==> config.mk <==
export PLATFORM = sky130hd
export DESIGN_NAME = interrupt_controller
export DESIGN_NICKNAME = d
export VERILOG_FILES = /design/src/rtl/interrupt_controller_pkg.sv /design/src/rtl/irq_priority_enc.sv /design/src/rtl/interrupt_controller.sv
export SDC_FILE = /design/constraint.sdc
export NUM_CORES = 1
export LEC_CHECK = 0
export ABC_AREA = 1
export BUFFER_PORTS_ARGS = -buffer_cell sky130_fd_sc_hd__buf_2
export CORE_MARGIN = 8
export CORE_UTILIZATION = 52
export DETAILED_ROUTE_END_ITERATION = 8
export MAX_ROUTING_LAYER = met4
export PLACE_DENSITY = 0.77
export RECOVER_POWER = 100
export SYNTH_ARGS = -nofsm -noshare
export SYNTH_HDL_FRONTEND = slang
export SYNTH_SLANG_ARGS = --single-unit
export TNS_END_PERCENT = 5
==> constraint.sdc <==
create_clock -name clk -period 1.8 [get_ports clk]
set_clock_uncertainty 0.2 [all_clocks]
set_input_delay 0.18 -clock clk [delete_from_list [all_inputs] [get_ports clk]]
set_output_delay 0.18 -clock clk [all_outputs]
set_load 0.005 [all_outputs]
==> src/rtl/interrupt_controller_pkg.sv <==
// Shared definitions for the interrupt controller: FSM encoding, register map, source count.
package interrupt_controller_pkg;

   localparam int NUM_IRQ = 4;

   typedef enum logic [1:0] {
      IDLE    = 2'd0,
      REQ     = 2'd1,
      SERVICE = 2'd2
   } state_t;

   localparam logic [1:0] REG_MASK  = 2'd0;
   localparam logic [1:0] REG_PEND  = 2'd1;
   localparam logic [1:0] REG_CAUSE = 2'd2;

endpackage

==> src/rtl/irq_priority_enc.sv <==
// Lowest-index-wins priority encoder: one-hot grant, binary index and valid flag.
module irq_priority_enc
   import interrupt_controller_pkg::*;
(
   input  logic [NUM_IRQ-1:0] req,
   output logic [NUM_IRQ-1:0] onehot,
   output logic [1:0]         idx,
   output logic               valid
);

   always_comb begin
      onehot = '0;
      idx    = '0;
      valid  = 1'b0;
      // Scan downward so the lowest set bit is the last one written.
      for (int i = NUM_IRQ - 1; i >= 0; i--) begin
         if (req[i]) begin
            onehot    = '0;
            onehot[i] = 1'b1;
            idx       = i[1:0];
            valid     = 1'b1;
         end
      end
   end

endmodule

==> src/rtl/interrupt_controller.sv <==
// Four-source interrupt controller: pending latch, mask, fixed priority, one request at a time.
// Optional macro INTERRUPT_CONTROLLER_SYNC_EN adds a 2-flop input synchronizer.
module interrupt_controller
   import interrupt_controller_pkg::*;
#(
   parameter logic [NUM_IRQ-1:0] EDGE_MASK  = 4'b1111,
   parameter logic [NUM_IRQ-1:0] MASK_RESET = 4'b0000
) (
   input  logic               clk,
   input  logic               reset,
   input  logic [NUM_IRQ-1:0] irq_in,
   input  logic               int_taken,
   input  logic               rti,
   input  logic               reg_we,
   input  logic [1:0]         reg_addr,
   input  logic [3:0]         reg_wdata,
   output logic [3:0]         reg_rdata,
   output logic [NUM_IRQ-1:0] interrupts,
   output logic               in_service,
   output logic [1:0]         cause
);

   state_t               state, state_n;
   logic [NUM_IRQ-1:0]   irq_s, irq_prev, pending, mask;
   logic [NUM_IRQ-1:0]   set_v, clr_v, win_oh, int_n;
   logic [1:0]           pres_idx, pidx_n, win_idx, cause_n;
   logic                 win_valid, svc_n, take;

`ifdef INTERRUPT_CONTROLLER_SYNC_EN
   logic [NUM_IRQ-1:0] sync1, sync2;
   always_ff @(posedge clk or negedge reset) begin
      if (!reset) begin
         sync1 <= '0;
         sync2 <= '0;
      end else begin
         sync1 <= irq_in;
         sync2 <= sync1;
      end
   end
   assign irq_s = sync2;
`else
   assign irq_s = irq_in;
`endif

   // Edge sources need a fresh rising edge; level sources set every cycle they are high.
   assign set_v = irq_s & (~EDGE_MASK | ~irq_prev);
   assign clr_v = (take ? interrupts : '0) |
                  ((reg_we && reg_addr == REG_PEND) ? reg_wdata : '0);

   irq_priority_enc u_enc (
      .req    (pending & mask),
      .onehot (win_oh),
      .idx    (win_idx),
      .valid  (win_valid)
   );

   always_comb begin
      state_n = state;
      int_n   = interrupts;
      svc_n   = in_service;
      cause_n = cause;
      pidx_n  = pres_idx;
      take    = 1'b0;
      case (state)
         IDLE: if (win_valid) begin
            int_n   = win_oh;
            pidx_n  = win_idx;
            state_n = REQ;
         end
         REQ: if (int_taken) begin
            take    = 1'b1;
            cause_n = pres_idx;
            int_n   = '0;
            svc_n   = 1'b1;
            state_n = SERVICE;
         end else if (!mask[pres_idx]) begin
            int_n   = '0;
            state_n = IDLE;
         end
         SERVICE: if (rti) begin
            svc_n   = 1'b0;
            state_n = IDLE;
         end
         default: state_n = IDLE;
      endcase
   end

   always_ff @(posedge clk or negedge reset) begin
      if (!reset) begin
         state      <= IDLE;
         irq_prev   <= '0;
         pending    <= '0;
         mask       <= MASK_RESET;
         cause      <= '0;
         pres_idx   <= '0;
         interrupts <= '0;
         in_service <= 1'b0;
      end else begin
         state      <= state_n;
         irq_prev   <= irq_s;
         pending    <= (pending & ~clr_v) | set_v;
         cause      <= cause_n;
         pres_idx   <= pidx_n;
         interrupts <= int_n;
         in_service <= svc_n;
         if (reg_we && reg_addr == REG_MASK) mask <= reg_wdata;
      end
   end

   always_comb begin
      case (reg_addr)
         REG_MASK:  reg_rdata = mask;
         REG_PEND:  reg_rdata = pending;
         REG_CAUSE: reg_rdata = {2'b00, cause};
         default:   reg_rdata = '0;
      endcase
   end

endmodule

==> flow_metrics.py, run 1 <==
metrics = {
    "status": {
        "status": "completed",
    },
    "setup_path": {
        "cp.arrival_ns": 1.58,
        "start_kind": "register",
        "crit_path_end": "interrupts[3]",
        "worstSetupPathType": "reg2reg",
        "reg2reg_depth": 7,
        "r2r-start": "state[1]",
        "worstPathMaxFanout": 6,
        "reg2reg_slack_ns": 0.27,
        "crit_start": "state[1]",
        "required_ns": 1.85,
        "r2r-end": "interrupts[3]",
        "end_kind": "register",
    },
    "global_routing": {
        "antenna_found_initial": 0,
        "gr-total-overflow": 0,
        "grt.total_usage_pct": 13.1,
        "grt_pass1_wl_um": 4230,
        "grt_pass1_vias": 1044,
        "grt_max_degree": 24,
    },
    "power_and_ir_drop": {
        "p_seq_share_pct": 47.2,
        "p_clk_share_pct": 14.1,
        "irDropWorstVdd_mv": 0.617,
        "internal_power_mw": 0.982,
        "p_comb_share_pct": 38.7,
        "power_density_nw_per_um2": 1170,
        "switching_power_mw": 0.642,
        "p_leak_nw": 0.712,
        "switching_share_pct": 39.5,
    },
    "clocking": {
        "clock-sinks": 23,
        "cts-buffers-inserted": 3,
        "holdBufCountCts": 10,
        "cts_buffer_depth": 2,
        "clk_pin_slew_ns": 0.12,
        "htreeDepth": 1,
        "cts_resized": 0,
        "clock_latency_ns": 0.30,
        "clockRootBuffer": "clkbuf_4",
        "postCtsSetupBuffers": 0,
        "cts_tree": "built",
    },
    "synth": {
        "yosysTopAreaCell": "dfrtp_1",
        "syn-cell-area_um2": 1130,
        "synth-seq-cells": 23,
        "yosys_warnings": 0,
        "synth_cells": 127,
        "ys_types": 19,
        "syn_area_per_cell_um2": 8.91,
        "synth_top_area_share_pct": 50.9,
        "ys_seq_area_share_pct": 50.9,
        "synth_nets": 142,
        "synth.area.top_cells": "dfrtp_1 51%, nand2_1 13%, nand3_1 5.3%, nand3_2 5.3%, inv_1 4.6%",
    },
    "route": {
        "dr.pass1.iters": 4,
        "ant_nets": 0,
        "drt_wl_total_um": 2410,
        "drc_errors": 0,
        "via_per_inst": 5.02,
        "num_vias": 973,
        "routedWlPerCell_um": 12.4,
        "drt_iter0_drc": 24,
    },
    "sta": {
        "tns_ns": 0,
        "fmax_mhz": 655,
        "hold_viol_final": 0,
        "final.period_utilization_pct": 84.8,
        "worstMarginPinSlew_ns": 0.561,
        "rsz0062_at_grt": "false",
        "relSlewSlack_pct": 62.6,
        "setup_viol": 0,
        "fin_crit_ns": 1.53,
        "drv_slew": 0,
    },
    "finish": {
        "area_growth_pct": 22.6,
        "fin_util_pct": 65.2,
        "diodes": 0,
        "layout-drive-gt1-share_pct": 21.7,
        "final_nets": 182,
    },
    "die": {
        "die_y_um": 62.6,
        "rows": 17,
        "core_um2": 2130,
        "die_area_um2": 3920,
        "io_pins": 26,
        "initial_core_util_pct": 53.2,
        "die_x_um": 62.6,
    },
    "worst_hold_path": {
        "hold_path_class": "in2reg",
    },
    "placed_design": {
        "place.gp.congestion": 0.886,
        "portBuffers": 25,
        "hpwl_um": 1920,
    },
    "flow_run": {
        "cap_violations": 0,
    },
}
cell families after synthesis:
family | count (synthesis) | synth area share [%]
compound gates | 14 | 8.96
mux | 4 | 3.98
simple gates | 70 | 30.9
flops | 23 | 50.9
buf+inv | 16 | 5.31
power groups by stage:
| stage | combinational (mW) | clock (mW) | sequential, mW |
|---|---|---|---|
| 2_1_floorplan | 0.446 | 0 | 0.763 |
| 3_3_place_gp | 0.623 | 0 | 0.774 |
| 3_5_place_dp | 0.639 | 0 | 0.781 |
| 4_1_cts | 0.656 | 0.242 | 0.770 |
| 5_1_grt | 0.713 | 0.262 | 0.783 |
| 6_report | 0.629 | 0.228 | 0.767 |
layout by cell type (no fill, tap or decap):
master and instances:
o21ai_0 5, nand3_1 15, inv_1 15, nor2_4 3, a21oi_1 1, nand2_1 39
dlygate4sd3_1 10, nand2_2 1, o21ai_2 4, mux2_2 4, clkbuf_2 1, buf_2 13
nor2_1 6, o31ai_1 1, nor3_1 1, a22o_1 2, nand3_2 3, clkbuf_1 11
dfrtp_1 23, nor2_2 1, or2_4 1, inv_2 1, clkinv_2 1, a21o_1 1
clkbuf_4 3
final cells by class:
cell class                 instances  area, µm²
sequential                        23        576
inverter                          16       60.1
timing repair buffer              35        211
clock inverter                     1       5.00
tap                               28       35.0
clock buffer                       3       22.5
multi-input combinational         88        477
fill                             186        741
per-stage QoR:
stage | setup WS, ns | power, mW | instances | cell area [µm²] | hold WS, ns
final | 0.273 | 1.62 | 194 | 1390 | 0.110
after global placement | 0.449 | 1.40 | 180 | 1290 | -0.0247
after floorplan | 0.536 | 1.21 | 127 | 1130 | -0.316
after detailed placement | 0.415 | 1.42 | 180 | 1290 | -0.0227
after CTS | 0.310 | 1.67 | 194 | 1420 | 0.0122
after global routing | 0.144 | 1.76 | 194 | 1390 | 0.123
worst max-delay path, stage by stage (launching register included):
cell and delay, ns:
dfrtp_1 0.40, inv_1 0.14, nand2_2 0.13, nor2_2 0.10, nand3_1 0.21, nand3_2 0.17
nand2_1 0.06, nand2_1 0.06
synthesized netlist by cell type, drive strengths merged:
library cell,count
o21ai,9
nand3,18
nor3,1
a21oi,1
o31ai,1
nor2,10
mux2,4
or2,1
a22o,2
nand2,40
dfrtp,23
a21o,1
inv,16
state kept, by name, indices dropped and copies added (netlist names):
signal      count
pres_idx        2
cause           2
irq_prev        4
pending         4
interrupts      4
in_service      1
state           2
mask            4
how the worst min path moves through the flow:
stage,startpoint,end,slack (ns),cells past startpoint
3_5_place_dp,reset,cause[0],-0.02,1
3_3_place_gp,reset,cause[1],-0.02,1
4_1_cts,int_taken,state[0],0.01,4
5_1_grt,int_taken,in_service,0.12,4
2_1_floorplan,reset,cause[0],-0.32,0
6_report,int_taken,in_service,0.11,4
metal layers:
| metal | up-vias | share of wire (%) | GRT usage, % |
|---|---|---|---|
| li1 | 486 | - | - |
| met1 | 467 | 44 | 13.7 |
| met2 | 18 | 53 | 24.6 |
| met3 | 2 | 2.5 | 1.97 |
| met4 | 0 | 0.66 | 4.27 |
| met5 | - | 0 | - |
No activity file was read; power rests on OpenSTA's default activity.
==> inputs of run 2 (changes only) <==
--- a/config.mk
+++ b/config.mk
@@ -8,10 +8,10 @@
 export ABC_AREA = 1
 export BUFFER_PORTS_ARGS = -buffer_cell sky130_fd_sc_hd__buf_2
 export CORE_MARGIN = 8
-export CORE_UTILIZATION = 52
+export CORE_UTILIZATION = 47
 export DETAILED_ROUTE_END_ITERATION = 8
 export MAX_ROUTING_LAYER = met4
-export PLACE_DENSITY = 0.77
+export PLACE_DENSITY = 0.74
 export RECOVER_POWER = 100
 export SYNTH_ARGS = -nofsm -noshare
 export SYNTH_HDL_FRONTEND = slang
==> constraint.sdc (replaced) <==
create_clock -name clk -period 1.2 [get_ports clk]
set_clock_uncertainty 0.2 [all_clocks]
set_input_delay 0.12 -clock clk [delete_from_list [all_inputs] [get_ports clk]]
set_output_delay 0.12 -clock clk [all_outputs]
set_load 0.005 [all_outputs]
==> run 2 against run 1 <==
  * Via count up 14%
  * The run now ends with hold timing, setup timing left
  * Critical path depth down 4
  * Final cell count up 9.8%
  * Register-to-register slack worse by 0.50 ns
  * Largest cell class unchanged
  * First-iteration DRC count up 50%
  * Flip-flop and latch count unchanged
  * Core utilization up 6.0 points
  * Die area up 7.9%
  * Non-clock buffer count up 19
==> flow_metrics.py, run 2 (synthesized netlist as in run 1, its figures left out) <==
metrics = {
    "status": {
        "status": "complete, but fails checks",
        "violations": "hold timing, setup timing",
    },
    "finish": {
        "final_common_cell": "nand2_1",
        "diodes": 0,
        "ff_latch_area_um2": 576,
        "n_fill_cell": 172,
        "final_nets": 201,
        "layout_common_cells": "32 x nand2_1, 23 x dfrtp_1, 22 x buf_2",
        "area_growth_pct": 41.8,
        "fin_area_um2": 1600,
        "multi_input_area_um2": 531,
        "layout-drive-gt1-share_pct": 41.6,
    },
    "sta": {
        "hold_viol_final": 1,
        "fmax_mhz": 667,
        "fin_crit_ns": 1.50,
        "rsz0062_at_grt": "true",
        "drv_slew": 0,
        "whs_ns": -0.0448,
        "final.period_utilization_pct": 125,
        "setup_viol": 18,
        "worstMarginPinSlew_ns": 0.579,
        "setup_ws_ns": -0.299,
        "relSlewSlack_pct": 61.4,
    },
    "clocking": {
        "clk_pin_slew_ns": 0.13,
        "cts_tree": "built",
        "clock-sinks": 23,
        "clockRootBuffer": "clkbuf_4",
        "htreeDepth": 1,
        "cts-buffers-inserted": 3,
        "clock_latency_ns": 0.32,
        "cts_buffer_depth": 2,
        "holdBufCountCts": 10,
    },
    "power_and_ir_drop": {
        "switching_power_mw": 1.16,
        "p_seq_share_pct": 39.7,
        "p_clk_share_pct": 12.3,
        "irDropWorstVdd_mv": 1.09,
        "switching_share_pct": 39.8,
        "p_leak_nw": 0.848,
        "internal_power_mw": 1.76,
        "p_comb_share_pct": 47.9,
        "power_density_nw_per_um2": 1820,
    },
    "setup_path": {
        "reg2reg_slack_ns": -0.23,
        "end_kind": "output port",
        "reg2reg_depth": 7,
        "critPathMaxStageDelay_ns": 0.43,
        "slowest_stage": "dfrtp_1",
        "worstSetupPathType": "reg2out",
        "r2r-start": "pending[3]",
        "crit_buf_inv": 2,
        "worstPathMaxFanout": 2,
        "r2r-end": "interrupts[0]",
        "required_ns": 0.88,
        "cpLargestDelayFamily": "flip-flops",
        "path_cells": "buf_6 > a22o_1 > buf_2",
        "cp.arrival_ns": 1.18,
        "start_kind": "register",
    },
    "global_routing": {
        "grt.total_usage_pct": 15.6,
        "grt_pass1_wl_um": 5090,
        "antenna_found_initial": 0,
        "gr-total-overflow": 0,
        "grt_pass1_vias": 1166,
        "grt_max_degree": 24,
    },
    "route": {
        "num_vias": 1110,
        "via_per_inst": 5.21,
        "drc_errors": 0,
        "drt_iter0_drc": 36,
        "ant_nets": 0,
        "drt_wl_total_um": 3050,
        "routedWlPerCell_um": 14.3,
        "dr.pass1.iters": 4,
    },
    "placed_design": {
        "portBuffers": 25,
        "pre_cts_slack_ns": -0.154,
        "place.gp.congestion": 0.883,
        "post_dp_cell_area_um2": 1420,
        "hpwl_um": 2110,
    },
    "worst_hold_path": {
        "holdPathStages": 4,
        "hold_path_class": "in2reg",
        "hold_end": "state[0]",
        "min_from": "int_taken",
    },
    "die": {
        "initial_core_util_pct": 50.2,
        "die_x_um": 65.1,
        "core_um2": 2250,
        "io_pins": 26,
        "rows": 17,
        "die_area_um2": 4230,
        "die_y_um": 65.1,
    },
    "flow_run": {
        "cap_violations": 0,
    },
}
[run 2: metrics by stage]
step	total power [mW]	setup TNS, ns	util [%]	cells	hold slack [ns]
4_1_cts	2.84	-2.63	71.0	213	-0.0506
6_report	2.92	-2.82	71.1	213	-0.0448
3_3_place_gp	2.32	-0.758	62.9	196	-0.0851
3_5_place_dp	2.36	-1.30	62.9	196	-0.0736
5_1_grt	3.12	-4.14	71.1	213	-0.0183
2_1_floorplan	1.83	-0.160	-	127	-0.376
[run 2: repair_timing]
item,CTS,global route
buffers inserted,3,0
endpoints found under the setup margin,17,25
pin swaps,4,2
hold endpoints to repair,38,1
gates resized for setup,11,6
cloned,0,0
[run 2: worst reg2reg max path, stage by stage, from the launching register on]
cell	delay [ns]
dfrtp_1	0.42
buf_4	0.14
nand2_2	0.05
nand2_2	0.07
o21ai_4	0.17
nand2_2	0.11
nand3_1	0.10
nand2_1	0.06
[run 2: worst max path at each step]
stage	from	end	slack (ns)	depth (start not counted)
2_1_floorplan	pending[1]	interrupts[0]	-0.04	6
3_3_place_gp	mask[2]	interrupts[3]	-0.09	6
3_5_place_dp	mask[2]	interrupts[2]	-0.15	6
4_1_cts	pending[3]	reg_rdata[3]	-0.28	3
5_1_grt	pending[3]	reg_rdata[3]	-0.33	3
6_report	pending[2]	reg_rdata[2]	-0.30	3
[run 2: layout make-up]
| type | count | area share [%] |
|---|---|---|
| clock buffer | 4 | 1.64 |
| timing repair buffer | 54 | 23.5 |
| sequential | 23 | 35.9 |
| inverter | 16 | 3.74 |
| tap | 28 | 2.18 |
| multi-input combinational | 88 | 33.1 |
[run 2: power by group through the flow]
stage | logic (mW) | clock network, mW | registers (mW)
after CTS | 1.32 | 0.365 | 1.16
after detailed placement | 1.21 | 0 | 1.16
after global placement | 1.17 | 0 | 1.15
final | 1.40 | 0.360 | 1.16
after floorplan | 0.678 | 0 | 1.15
after global routing | 1.53 | 0.398 | 1.19
[run 2: per-layer routing]
layer	global-route usage [%]	up-vias	wire, µm
met5	-	-	0
met3	3.44	5	134
met4	7.08	0	44
met1	17.0	549	1250
met2	26.6	33	1620
li1	-	523	-
==> inputs of run 3 (changes only) <==
--- a/config.mk
+++ b/config.mk
@@ -5,13 +5,12 @@
 export SDC_FILE = /design/constraint.sdc
 export NUM_CORES = 1
 export LEC_CHECK = 0
-export ABC_AREA = 1
 export BUFFER_PORTS_ARGS = -buffer_cell sky130_fd_sc_hd__buf_2
 export CORE_MARGIN = 8
-export CORE_UTILIZATION = 47
+export CORE_UTILIZATION = 46
 export DETAILED_ROUTE_END_ITERATION = 8
 export MAX_ROUTING_LAYER = met4
-export PLACE_DENSITY = 0.74
+export PLACE_DENSITY = 0.73
 export RECOVER_POWER = 100
 export SYNTH_ARGS = -nofsm -noshare
 export SYNTH_HDL_FRONTEND = slang
==> run 3 against run 2 <==
  * The run ends with setup timing left
  * Total power rose by 0.69%
  * Critical path depth did not move
  * Wire length fell by 11%
  * Setup slack got worse by 0.39 ns
  * Critical path type is now reg2reg
  * Highest routed layer unchanged
==> flow_metrics.py, run 3 <==
metrics = {
    "route": {
        "routedWlPerCell_um": 15.1,
        "via_per_inst": 5.40,
        "num_vias": 966,
        "drc_errors": 0,
        "drt_wl_total_um": 2710,
        "drt_iter0_drc": 40,
        "dr.pass1.iters": 4,
        "ant_nets": 0,
    },
    "synth": {
        "synthTopCellsByCount": "23 x dfrtp_1, 9 x nand2_1, 6 x inv_1",
        "yosys_most_used_dff": "dfrtp_1",
        "synth-seq-cells": 23,
        "synth_most_common_cell": "dfrtp_1",
        "synth.area.top_cells": "dfrtp_1 56%, mux2_2 5.5%, mux2i_1 3.9%, nand2_1 3.3%, a22oi_1 2.9%",
        "ys_types": 27,
        "synth_cells": 91,
        "ys_seq_area_share_pct": 55.8,
        "synth_nets": 106,
        "async_reset_ff_share_pct": 100,
        "syn-cell-area_um2": 1030,
        "syn_area_per_cell_um2": 11.3,
        "synth_top_area_share_pct": 55.8,
        "synth_edf_count": 0,
        "yosys_warnings": 0,
        "yosysTopAreaCell": "dfrtp_1",
    },
    "placed_design": {
        "placed_cells": 164,
        "pre_cts_slack_ns": -0.665,
        "hpwl_um": 2020,
        "place.gp.congestion": 0.861,
        "portBuffers": 25,
    },
    "finish": {
        "area_growth_pct": 51.0,
        "ff_latch_area_um2": 577,
        "fin_util_pct": 71.7,
        "diodes": 0,
        "n_fill_cell": 166,
        "multi_input_area_um2": 462,
        "final_common_cell": "dfrtp_1",
        "final_nets": 167,
        "stdcell_count": 179,
        "layout_common_cells": "22 x dfrtp_1, 21 x buf_2, 15 x buf_4",
        "layout-drive-gt1-share_pct": 43.0,
    },
    "setup_path": {
        "worstSetupPathType": "reg2reg",
        "slowest_stage": "mux4_2",
        "reg2reg_depth": 3,
        "worstPathMaxFanout": 4,
        "crit_path_end": "interrupts[0]",
        "end_kind": "register",
        "cp.depth": 3,
        "required_ns": 1.20,
        "crit_buf_inv": 0,
        "reg2reg_slack_ns": -0.69,
        "cp.arrival_ns": 1.89,
        "r2r-end": "interrupts[0]",
        "r2r-start": "pres_idx[1]",
        "cpLargestDelayFamily": "compound AO/OA/AOI/OAI gates",
        "crit_start": "pres_idx[1]",
        "path_cells": "mux4_2 > a311o_2 > a32o_2",
        "start_kind": "register",
        "critPathMaxStageDelay_ns": 0.53,
    },
    "sta": {
        "setup_ws_ns": -0.689,
        "fin_crit_ns": 1.89,
        "worstMarginPinSlew_ns": 0.556,
        "whs_ns": 0.117,
        "hold_viol_final": 0,
        "final.period_utilization_pct": 157,
        "setup_viol": 18,
        "rsz0062_at_grt": "true",
        "drv_slew": 0,
        "relSlewSlack_pct": 63.0,
        "fmax_mhz": 529,
    },
    "status": {
        "status": "complete, but fails checks",
        "violations": "setup timing",
    },
    "clocking": {
        "clk_pin_slew_ns": 0.12,
        "clockRootBuffer": "clkbuf_4",
        "clock-sinks": 23,
        "cts-buffers-inserted": 3,
        "postCtsSetupBuffers": 0,
        "cts_tree": "built",
        "clock_latency_ns": 0.30,
        "htreeDepth": 1,
        "cts_buffer_depth": 2,
    },
    "global_routing": {
        "grt_max_degree": 24,
        "antenna_found_initial": 0,
        "gr-total-overflow": 0,
        "grt.total_usage_pct": 13.8,
        "grt_pass1_vias": 997,
        "grt_pass1_wl_um": 4520,
    },
    "power_and_ir_drop": {
        "switching_power_mw": 1.02,
        "p_seq_share_pct": 41.3,
        "irDropWorstVdd_mv": 1.46,
        "p_clk_share_pct": 11.9,
        "fin_total_pwr_mw": 2.94,
        "p_comb_share_pct": 46.8,
        "internal_power_mw": 1.92,
        "power_density_nw_per_um2": 1890,
        "switching_share_pct": 34.7,
        "p_leak_nw": 0.771,
    },
    "flow_run": {
        "cap_violations": 0,
    },
    "die": {
        "core_um2": 2170,
        "die_area_um2": 4010,
        "die_x_um": 63.3,
        "io_pins": 26,
        "initial_core_util_pct": 47.5,
        "rows": 17,
        "die_y_um": 63.3,
    },
    "worst_hold_path": {
        "hold_path_class": "in2async",
    },
}
[run 3: cells by family after synthesis]
group | synth area share [%]
compound gates | 18.1
flops | 55.8
simple gates | 10.2
mux | 12.6
buf+inv | 3.28
[run 3: timing repair]
action                     4_1_cts  5_1_grt
gates cloned                     0        0
hold buffers                    11        0
setup endpoints to repair       19       26
hold endpoints to repair        38        0
gates resized for setup         12        7
pin swaps                        2        0
[run 3: per-layer routing]
layer | wire (µm) | global-route usage (%) | vias up
met5 | 0 | - | -
met2 | 1380 | 23.6 | 35
li1 | - | - | 449
met3 | 128 | 3.00 | 4
met1 | 1150 | 15.7 | 478
met4 | 44 | 4.46 | 0
[run 3: final cells by class]
| type | count | share of cell area [%] |
|---|---|---|
| clock buffer | 4 | 1.69 |
| timing repair buffer | 59 | 27.9 |
| tap | 28 | 2.25 |
| sequential | 23 | 37.1 |
| inverter | 6 | 1.45 |
| multi-input combinational | 59 | 29.7 |
[run 3: worst min path at each step]
| stage | slack [ns] | endpoint | cells after the start |
|---|---|---|---|
| after CTS | 0.11 | mask[0] | 4 |
| after global routing | 0.11 | mask[0] | 4 |
| final | 0.12 | state[1] | 2 |
| after detailed placement | -0.08 | state[1] | 1 |
| after floorplan | -0.38 | cause[0] | 0 |
| after global placement | -0.09 | state[1] | 1 |
[run 3: worst register-to-register path, delay by kind of cell (launching register included)]
| family | cells | cell delay [ns] |
|---|---|---|
| DFF | 1 | 0.40 |
| AOI/OAI and AO/OA | 2 | 0.66 |
| muxes | 1 | 0.53 |
[run 3: power groups by stage]
stage          clock [mW]  combinational (mW)  sequential [mW]
4_1_cts             0.358                1.30             1.21
3_5_place_dp            0                1.20             1.21
3_3_place_gp            0                1.17             1.19
6_report            0.350                1.38             1.21
5_1_grt             0.392                1.50             1.25
2_1_floorplan           0               0.545             1.21
[run 3: through the flow]
stage / TNS (ns) / cell area, µm²
after floorplan: -4.40 / 1030
after detailed placement: -4.78 / 1350
after global routing: -6.87 / 1560
final: -5.67 / 1560
after CTS: -5.80 / 1530
after global placement: -4.52 / 1350
